File: src/rtl/param_code_lock.sv
// -----------------------------------------------------------------------------
// param_code_lock
//
// Multi-digit code lock. Digits arrive one per digit_valid pulse from a
// debounced keypad front-end. A complete entry is compared against a stored,
// reprogrammable code. A correct code opens the lock for a bounded time. Wrong
// codes are counted, and enough consecutive failures start a timed lockout
// during which all input is ignored. While open, the code can be replaced.
//
// Ports
//   clk          system clock, all logic on the rising edge
//   rst          synchronous active-high reset (restores DEFAULT_CODE)
//   digit_valid  one digit presented this cycle
//   digit        digit value, sampled only with digit_valid
//   clear        abort entry/programming, or relock early while open
//   prog_en      request code reprogramming, honoured only while open
//   unlocked     lock open (registered)
//   locked_out   lockout active, input ignored (registered)
//   error        one-cycle pulse on a wrong complete code
//   prog_done    one-cycle pulse when a new code is committed
//   fail_cnt     current consecutive-failure count
// -----------------------------------------------------------------------------
module param_code_lock #(
    parameter int DIGIT_W     = 4,
    parameter int CODE_LEN    = 4,
    parameter int MAX_FAILS   = 3,
    parameter int LOCKOUT_CYC = 16,
    parameter int OPEN_CYC    = 8,
    parameter logic [CODE_LEN*DIGIT_W-1:0] DEFAULT_CODE = 16'h1234
) (
    input  logic                           clk,
    input  logic                           rst,
    input  logic                           digit_valid,
    input  logic [DIGIT_W-1:0]             digit,
    input  logic                           clear,
    input  logic                           prog_en,
    output logic                           unlocked,
    output logic                           locked_out,
    output logic                           error,
    output logic                           prog_done,
    output logic [$clog2(MAX_FAILS+1)-1:0] fail_cnt
);

    localparam int CODE_W  = CODE_LEN * DIGIT_W;
    localparam int IDX_W   = $clog2(CODE_LEN);
    localparam int FC_W    = $clog2(MAX_FAILS + 1);
    localparam int TMR_MAX = (OPEN_CYC > LOCKOUT_CYC) ? OPEN_CYC : LOCKOUT_CYC;
    localparam int TMR_W   = $clog2(TMR_MAX + 1);

    localparam logic [IDX_W-1:0] IDX_LAST   = IDX_W'(CODE_LEN - 1);
    localparam logic [TMR_W-1:0] OPEN_LAST  = TMR_W'(OPEN_CYC - 1);
    localparam logic [TMR_W-1:0] LOCK_LAST  = TMR_W'(LOCKOUT_CYC - 1);
    localparam logic [FC_W-1:0]  FAIL_LIMIT = FC_W'(MAX_FAILS);

    typedef enum logic [2:0] {
        ST_IDLE,
        ST_ENTRY,
        ST_OPEN,
        ST_PROG,
        ST_LOCKOUT
    } state_t;

    state_t              state_reg;
    logic [CODE_W-1:0]   code_reg;
    logic [IDX_W-1:0]    idx_reg;
    logic [TMR_W-1:0]    timer_reg;
    logic [FC_W-1:0]     fail_cnt_reg;
    logic                pending_reg;   // full entry captured, verdict next edge
    logic                match_reg;     // verdict of the captured entry
    logic                unlocked_reg;
    logic                locked_out_reg;
    logic                error_reg;
    logic                prog_done_reg;

    // The first CODE_LEN-1 digits of an entry (or of a new code while
    // programming) are held here; the last digit is never stored because it
    // is consumed directly from the bus in the cycle it arrives. Entry and
    // programming are mutually exclusive, so one buffer serves as both the
    // entry register and the programming staging register.
    logic [DIGIT_W-1:0]  digit_buf_reg [CODE_LEN-1];

    logic                buf_wr;        // current digit goes into the buffer
    logic [CODE_W-1:0]   cand_code;     // buffered digits + digit on the bus
    logic                cand_match;

    // -------------------------------------------------------------------------
    // Candidate code: buffered digits followed by the digit on the bus. The
    // first-entered digit lands in the most significant position.
    // -------------------------------------------------------------------------
    generate
        for (genvar gi = 0; gi < CODE_LEN - 1; gi++) begin : g_cand
            assign cand_code[(CODE_LEN-1-gi)*DIGIT_W +: DIGIT_W] = digit_buf_reg[gi];
        end
    endgenerate

    assign cand_code[DIGIT_W-1:0] = digit;
    assign cand_match             = (cand_code == code_reg);

    // -------------------------------------------------------------------------
    // Buffer write enable. In IDLE the index is always 0 (every exit from
    // ENTRY/PROG resets it), so the first digit of an entry goes to slot 0.
    // The final digit of an entry or code is not buffered.
    // -------------------------------------------------------------------------
    always_comb begin
        buf_wr = 1'b0;
        case (state_reg)
            ST_IDLE:  buf_wr = digit_valid && !clear;
            ST_ENTRY: buf_wr = digit_valid && !clear && !pending_reg && (idx_reg != IDX_LAST);
            ST_PROG:  buf_wr = digit_valid && !clear && (idx_reg != IDX_LAST);
            default:  buf_wr = 1'b0;
        endcase
    end

    generate
        for (genvar gi = 0; gi < CODE_LEN - 1; gi++) begin : g_buf
            always_ff @(posedge clk) begin
                if (rst) begin
                    digit_buf_reg[gi] <= '0;
                end else if (buf_wr && (idx_reg == IDX_W'(gi))) begin
                    digit_buf_reg[gi] <= digit;
                end
            end
        end
    endgenerate

    // -------------------------------------------------------------------------
    // Control FSM with registered outputs.
    // -------------------------------------------------------------------------
    always_ff @(posedge clk) begin
        if (rst) begin
            state_reg      <= ST_IDLE;
            code_reg       <= DEFAULT_CODE;
            idx_reg        <= '0;
            timer_reg      <= '0;
            fail_cnt_reg   <= '0;
            pending_reg    <= 1'b0;
            match_reg      <= 1'b0;
            unlocked_reg   <= 1'b0;
            locked_out_reg <= 1'b0;
            error_reg      <= 1'b0;
            prog_done_reg  <= 1'b0;
        end else begin
            // Pulsed outputs fall back to 0 unless set below.
            error_reg     <= 1'b0;
            prog_done_reg <= 1'b0;

            case (state_reg)
                ST_IDLE: begin
                    // clear beats digit_valid; CODE_LEN >= 2 so a single
                    // digit can never complete a code here.
                    if (digit_valid && !clear) begin
                        idx_reg   <= IDX_W'(1);
                        state_reg <= ST_ENTRY;
                    end
                end

                ST_ENTRY: begin
                    if (pending_reg) begin
                        // The complete entry was captured on the previous
                        // edge; its verdict becomes visible on this one.
                        // Bus input is ignored during this single cycle.
                        pending_reg <= 1'b0;
                        idx_reg     <= '0;
                        if (match_reg) begin
                            state_reg    <= ST_OPEN;
                            unlocked_reg <= 1'b1;
                            fail_cnt_reg <= '0;
                            timer_reg    <= '0;
                        end else if ((fail_cnt_reg + FC_W'(1)) < FAIL_LIMIT) begin
                            state_reg    <= ST_IDLE;
                            error_reg    <= 1'b1;
                            fail_cnt_reg <= fail_cnt_reg + FC_W'(1);
                        end else begin
                            state_reg      <= ST_LOCKOUT;
                            error_reg      <= 1'b1;
                            fail_cnt_reg   <= FAIL_LIMIT;
                            locked_out_reg <= 1'b1;
                            timer_reg      <= '0;
                        end
                    end else if (clear) begin
                        // Abandon the partial entry; not counted as a failure.
                        state_reg <= ST_IDLE;
                        idx_reg   <= '0;
                    end else if (digit_valid) begin
                        if (idx_reg == IDX_LAST) begin
                            match_reg   <= cand_match;
                            pending_reg <= 1'b1;
                        end else begin
                            idx_reg <= idx_reg + IDX_W'(1);
                        end
                    end
                end

                ST_OPEN: begin
                    // digit_valid is ignored while open.
                    if (clear) begin
                        state_reg    <= ST_IDLE;
                        unlocked_reg <= 1'b0;
                    end else if (prog_en) begin
                        state_reg    <= ST_PROG;
                        unlocked_reg <= 1'b0;
                        idx_reg      <= '0;
                    end else if (timer_reg == OPEN_LAST) begin
                        state_reg    <= ST_IDLE;
                        unlocked_reg <= 1'b0;
                    end else begin
                        timer_reg <= timer_reg + TMR_W'(1);
                    end
                end

                ST_PROG: begin
                    // code_reg only changes at commit, so an aborted
                    // programming session keeps the previous code.
                    if (clear) begin
                        state_reg <= ST_IDLE;
                        idx_reg   <= '0;
                    end else if (digit_valid) begin
                        if (idx_reg == IDX_LAST) begin
                            code_reg      <= cand_code;
                            prog_done_reg <= 1'b1;
                            state_reg     <= ST_IDLE;
                            idx_reg       <= '0;
                        end else begin
                            idx_reg <= idx_reg + IDX_W'(1);
                        end
                    end
                end

                ST_LOCKOUT: begin
                    // All inputs are ignored until the lockout period ends.
                    if (timer_reg == LOCK_LAST) begin
                        state_reg      <= ST_IDLE;
                        locked_out_reg <= 1'b0;
                        fail_cnt_reg   <= '0;
                    end else begin
                        timer_reg <= timer_reg + TMR_W'(1);
                    end
                end

                default: begin
                    state_reg      <= ST_IDLE;
                    idx_reg        <= '0;
                    pending_reg    <= 1'b0;
                    unlocked_reg   <= 1'b0;
                    locked_out_reg <= 1'b0;
                end
            endcase
        end
    end

    assign unlocked   = unlocked_reg;
    assign locked_out = locked_out_reg;
    assign error      = error_reg;
    assign prog_done  = prog_done_reg;
    assign fail_cnt   = fail_cnt_reg;

endmodule

File: config.mk
export PLATFORM = sky130hd
export DESIGN_NAME = param_code_lock
export DESIGN_NICKNAME = d
export VERILOG_FILES = /design/src/rtl/param_code_lock.sv
export SDC_FILE = /design/constraint.sdc
export NUM_CORES = 1
export LEC_CHECK = 0
export CAP_MARGIN = 15
export CORE_ASPECT_RATIO = 0.7
export CORE_MARGIN = 10
export CORE_UTILIZATION = 55
export CTS_BUF_LIST = sky130_fd_sc_hd__clkbuf_8
export DETAILED_ROUTE_END_ITERATION = 8
export PLACE_DENSITY = 0.85
export SLEW_MARGIN = 20
export SYNTH_ARGS = -nofsm -noshare
export SYNTH_HDL_FRONTEND = slang
export SYNTH_SLANG_ARGS = --single-unit
File: constraint.sdc
create_clock -name clk -period 1.8 [get_ports clk]
set_input_delay 0.36 -clock clk [delete_from_list [all_inputs] [get_ports clk]]
set_output_delay 0.36 -clock clk [all_outputs]
set_load 0.005 [all_outputs]
After elaboration in Yosys (flattened, before gate mapping)

Memory sizes are Yosys's and may differ from the RTL's.
Index checks and enable logic that the tools add are counted.

Word-level logic and storage cells: 150
Bits of input ports: 9
Memories: 1
Register bits: 34
Output and inout bits: 6
Bits in writable memories: 12

Eq/ne operators: 29
Bitwise gates (word level): 10
Muxes and demuxes: 69
Reduce and logical (&&, ||, !) cells: 26
Add/sub/neg operators: 3
Order comparisons: 1

Memory list:

| name          | depth | bits a word | rd ports | clocked after Yosys merged registers in | wr ports | line | source |
|---|---|---|---|---|---|---|---|
| digit_buf_reg | 3     | 4           | 3        | 0                                       | 3        | 80   | `logic [DIGIT_W-1:0] digit_buf_reg [CODE_LEN-1];` |

Operator list:

| operator            | count |
|---|---|
| $mux 3              | 12 |
| $mux 5              | 7 |
| $mux 2              | 14 |
| $mux 1              | 25 |
| $ne 2x2->1 const B  | 12 |
| $eq 16x16->1        | 1 |
| $pmux 3 s5          | 1 |
| $pmux 5 s3          | 1 |
| $reduce_and 7->1    | 2 |
| $mux 4              | 3 |
| $ne 3x3->1 const B  | 4 |
| $ne 4x4->1 const B  | 3 |
| $pmux 2 s5          | 1 |
| $reduce_and 5->1    | 2 |
| $pmux 1 s3          | 3 |
| $reduce_or 3->1     | 3 |
| $reduce_and 4->1    | 2 |
| $logic_and 1x1->1   | 7 |
| $not 1->1           | 7 |
| $eq 3x2->1 const B  | 2 |
| $reduce_and 6->1    | 1 |
| $add 5x1->5 const B | 1 |
| $eq 5x3->1 const B  | 1 |
| $eq 5x4->1 const B  | 1 |
| 17 further kinds    | 22 |

Logic depth before layout (Yosys ltp)

Word-level depth: 10
Mapped depth: 8
Depth with buffers taken out: 7

Least setup slack after synthesis

No wires, ideal clock.

Path type: register to register
From: reg timer_reg[0]
To: reg timer_reg[3]
Stages on the path, launching flop included: 9
Setup time: 0.088 ns
Data required time: 1.712 ns
Path buffers: 1
Arrival: 1.750 ns
Path slack: -0.038 ns
Path through: dfxtp_1 -> ha_1 -> and3_1 -> ha_1 -> nand3b_1 -> a21oi_1 -> or3_1 -> buf_2 -> o32ai_2

Word-level cells in the longest chain between the ends: 5

Ends and longest elaborated chain:

| item                   | line     | source |
|---|---|---|
| start, declared        | 66       | `logic [TMR_W-1:0] timer_reg;` |
| start signal, assigned | 207      | `timer_reg <= timer_reg + TMR_W'(1);` |
| start signal, assigned | 236      | `timer_reg <= timer_reg + TMR_W'(1);` |
| $add 5x1->5            | 207, 236 |  |
| $mux 5                 | 203      | `end else if (timer_reg == OPEN_LAST) begin` |
| $mux 5                 | 199      | `end else if (prog_en) begin` |
| $mux 5                 | 196      | `if (clear) begin` |
| $pmux 5 s3             | 147      | `case (state_reg)` |

Several ways; a longest one is shown, not always the timed one. The select of a mux whose other input is x is not followed.
A chain may end at the register's enable or synchronous reset.

Worst setup path after layout

Same ends and word-level chain as after synthesis.

==> impl_metrics.yaml <==
placed_design:
  placed_area_sq_um: 2920
  port_buffers: 14
  gp_congestion: 0.838
  dp_hpwl_mm: 4.46
synthesis:
  synth_top_area_cell: "dfxtp_1"
  yosysMostFrequentCell: "nand2_1"
  synthesis.area_sq_um: 2460
  yosys_warnings: 0
  synth_cells: 277
  synth_edf_count: 12
  ys_types: 42
  netlist.area_leader.share_pct: 27.6
  postSynthAreaPerCell_sq_um: 8.89
  ys_ff_latch: 46
  synthFlopType: "dfxtp_1"
  syn-num-nets: 293
  ys_async_sr_fraction_pct: 0
  yosysSeqAreaShare_pct: 42.3
  synth_area_leaders: "dfxtp_1, edfxtp_1, xor2_1"
  yosys-top-cells-count: "nand2_1, dfxtp_1, nor2_1"
die:
  die_area_sq_um: 7600
  die_width_microns: 100
  fp.dieH_microns: 76.0
  num_rows: 20
  core-area_sq_um: 4330
  start_util_pct: 56.9
  ios: 15
timing:
  setup_viol: 0
  finalSetupTns_ns: 0
  hold_viol: 0
  fin_crit_ns: 1.77
  tightest_slew_ns: 0.523
  rsz0062_at_grt: "true"
  finClkSkew_ns: 0.00910
  period_share_pct: 98.4
  relSlewSlack_pct: 64.6
  fmax_mhz: 565
  slew_violations: 0
setup_path:
  end_kind: "flip-flop"
  crit_chain: "ha_4 > and3_1 > ha_2 > nand3b_1 > a21oi_1 > or3_4 > o32ai_2"
  crit_arrival_ns: 1.99
  slowest_stage: "or3_4"
  crit_fanout: 5
  cp_top_family: "simple AND/OR/NAND/NOR gates"
  critical_path_class: "flip-flop to flip-flop"
  worstSetupStartpointType: "flip-flop"
  max_stage_delay_ns: 0.39
  worst-path-buf-inv: 0
  critPathRequiredTime_ns: 2.02
global_route:
  grt_pass1_vias: 2084
  grt_pass1_wl_mm: 10.4
  grt_max_degree: 32
  grt.total_usage_pct: 16.3
  antenna_found_initial: 0
  overflow: 0
power:
  peakVddDrop_uv: 440
  clkPwrFrac_pct: 34.1
  p_switching_w: 0.000513
  power_leakage_nw: 1.24
  power_density_nw_per_um2: 640
  intPower_w: 0.00146
  netSwitchingFraction_pct: 26.1
  pwr-share-seq_pct: 55.8
  combPwrFrac_pct: 10.1
finish:
  area_growth_pct: 24.9
  drive_above_1_share_pct: 20.1
  num-nets-final: 334
  fillers: 290
  register_area_sq_um: 1050
  antennaDiodeCount: 0
  final_area_sq_um: 3080
  largest_reg_flops: 16
  multiInputGateArea_sq_um: 1370
detailed_routing:
  vias: 2220
  drcViolationCount: 0
  wirelength_mm: 6.19
  firstDrtPassIters: 6
  viasPerCell: 5.94
  routedWlPerCell_microns: 16.6
  ant_nets: 0
  first_iter_violations: 202
clocking:
  tritoncts: "yes"
  root_buffer: "clkbuf_8"
  path_clk_slew_ns: 0.09
  cts.path.max_buffers: 2
  htreeDepth: 2
  clk_latency_ns: 0.31
  cts_setup_buffers: 0
  clkSinkCount: 46
  numCtsBuffers: 5
flow_run:
  cap_violations: 0
hold_path:
  min_path_type: "flip-flop to flip-flop"
run_status:
  status: "complete, no violations"
-- worst paths after layout --
| check | start | end | slack (ns) | depth (start not counted) |
|---|---|---|---|---|
| max reg2reg | timer_reg[0]$_SDFFE_PP0P_ | timer_reg[3]$_SDFFE_PP0P_ | 0.03 | 7 |
| min reg2reg | code_reg[3]$_SDFFE_PP0P_ | code_reg[3]$_SDFFE_PP0P_ | 0.47 | 2 |
| min | code_reg[3]$_SDFFE_PP0P_ | code_reg[3]$_SDFFE_PP0P_ | 0.47 | 2 |
| max | timer_reg[0]$_SDFFE_PP0P_ | timer_reg[3]$_SDFFE_PP0P_ | 0.03 | 7 |
-- final cells by class --
| cell class | instances | share of cell area, % |
|---|---|---|
| clock buffers | 5 | 2.24 |
| clock inverters | 3 | 0.732 |
| inverters | 8 | 0.976 |
| multi-input cells | 205 | 44.6 |
| flip-flops and latches | 46 | 34.1 |
| well taps | 55 | 2.24 |
| repair buffers | 52 | 15.1 |
-- worst register-to-register path: stages (launching register included) --
cell and delay (ns):
dfxtp_2 0.34, ha_4 0.16, and3_1 0.18, ha_2 0.18, nand3b_1 0.08, a21oi_1 0.08, or3_4 0.39, o32ai_2 0.27
-- kinds of logic after synthesis --
| family | synth area share (%) |
|---|---|
| AND/OR/NAND/NOR | 28.9 |
| flip-flops | 42.3 |
| AO/OA/AOI/OAI | 11.4 |
| buffers and inverters | 4.57 |
| XOR/XNOR | 6.04 |
| multiplexers | 3.25 |
| adder cells (fa/ha/maj) | 3.55 |
-- metal layers --
layer	part of all wire, %	GRT usage, %	wire length (microns)	vias to the layer above
met5	0	0	0	-
met1	45	21.9	2770	1061
met2	46	25.1	2870	97
met3	6.9	3.71	429	18
met4	1.9	5.35	118	0
li1	-	-	-	1044
-- stage by stage --
| step | utilization (%) | instances | hold WS (ns) | total power (W) | setup WS [ns] |
|---|---|---|---|---|---|
| after floorplan | - | 277 | 0.448 | 0.00122 | 0.0280 |
| after detailed placement | 67.4 | 366 | 0.460 | 0.00131 | -0.271 |
| final | 71.1 | 374 | 0.474 | 0.00197 | 0.0293 |
| after global placement | 67.4 | 366 | 0.454 | 0.00130 | -0.205 |
| after CTS | 70.4 | 374 | 0.473 | 0.00197 | 0.0257 |
| after global routing | 71.1 | 374 | 0.503 | 0.00203 | -0.0221 |
-- cells in the final DEF (no fill, tap or decap), drive strengths merged, types with 6 or more instances in the layout --
cell and count:
nor2 29, nand2b 12, nand2 36, nand3b 13, edfxtp 12, buf 38
nor4 6, dfxtp 34, mux2i 8, nor3 6, ha 7, clkdlybuf4s50 13
a21oi 18, inv 10, xor2 16
-- timing repair --
action | 4_1_cts | 5_1_grt
hold buffers | 0 | 0
endpoints found under the setup margin | 18 | 23
resized for setup | 7 | 8
pin swaps | 0 | 3
-- power by group through the flow --
stage	logic [W]	registers, W	clock network [W]
after CTS	0.000195	0.00110	0.000672
after floorplan	0.000104	0.00111	0
after detailed placement	0.000186	0.00112	0
after global routing	0.000215	0.00110	0.000714
after global placement	0.000179	0.00112	0
final	0.000199	0.00110	0.000672
(Power assumes the default switching activity.)
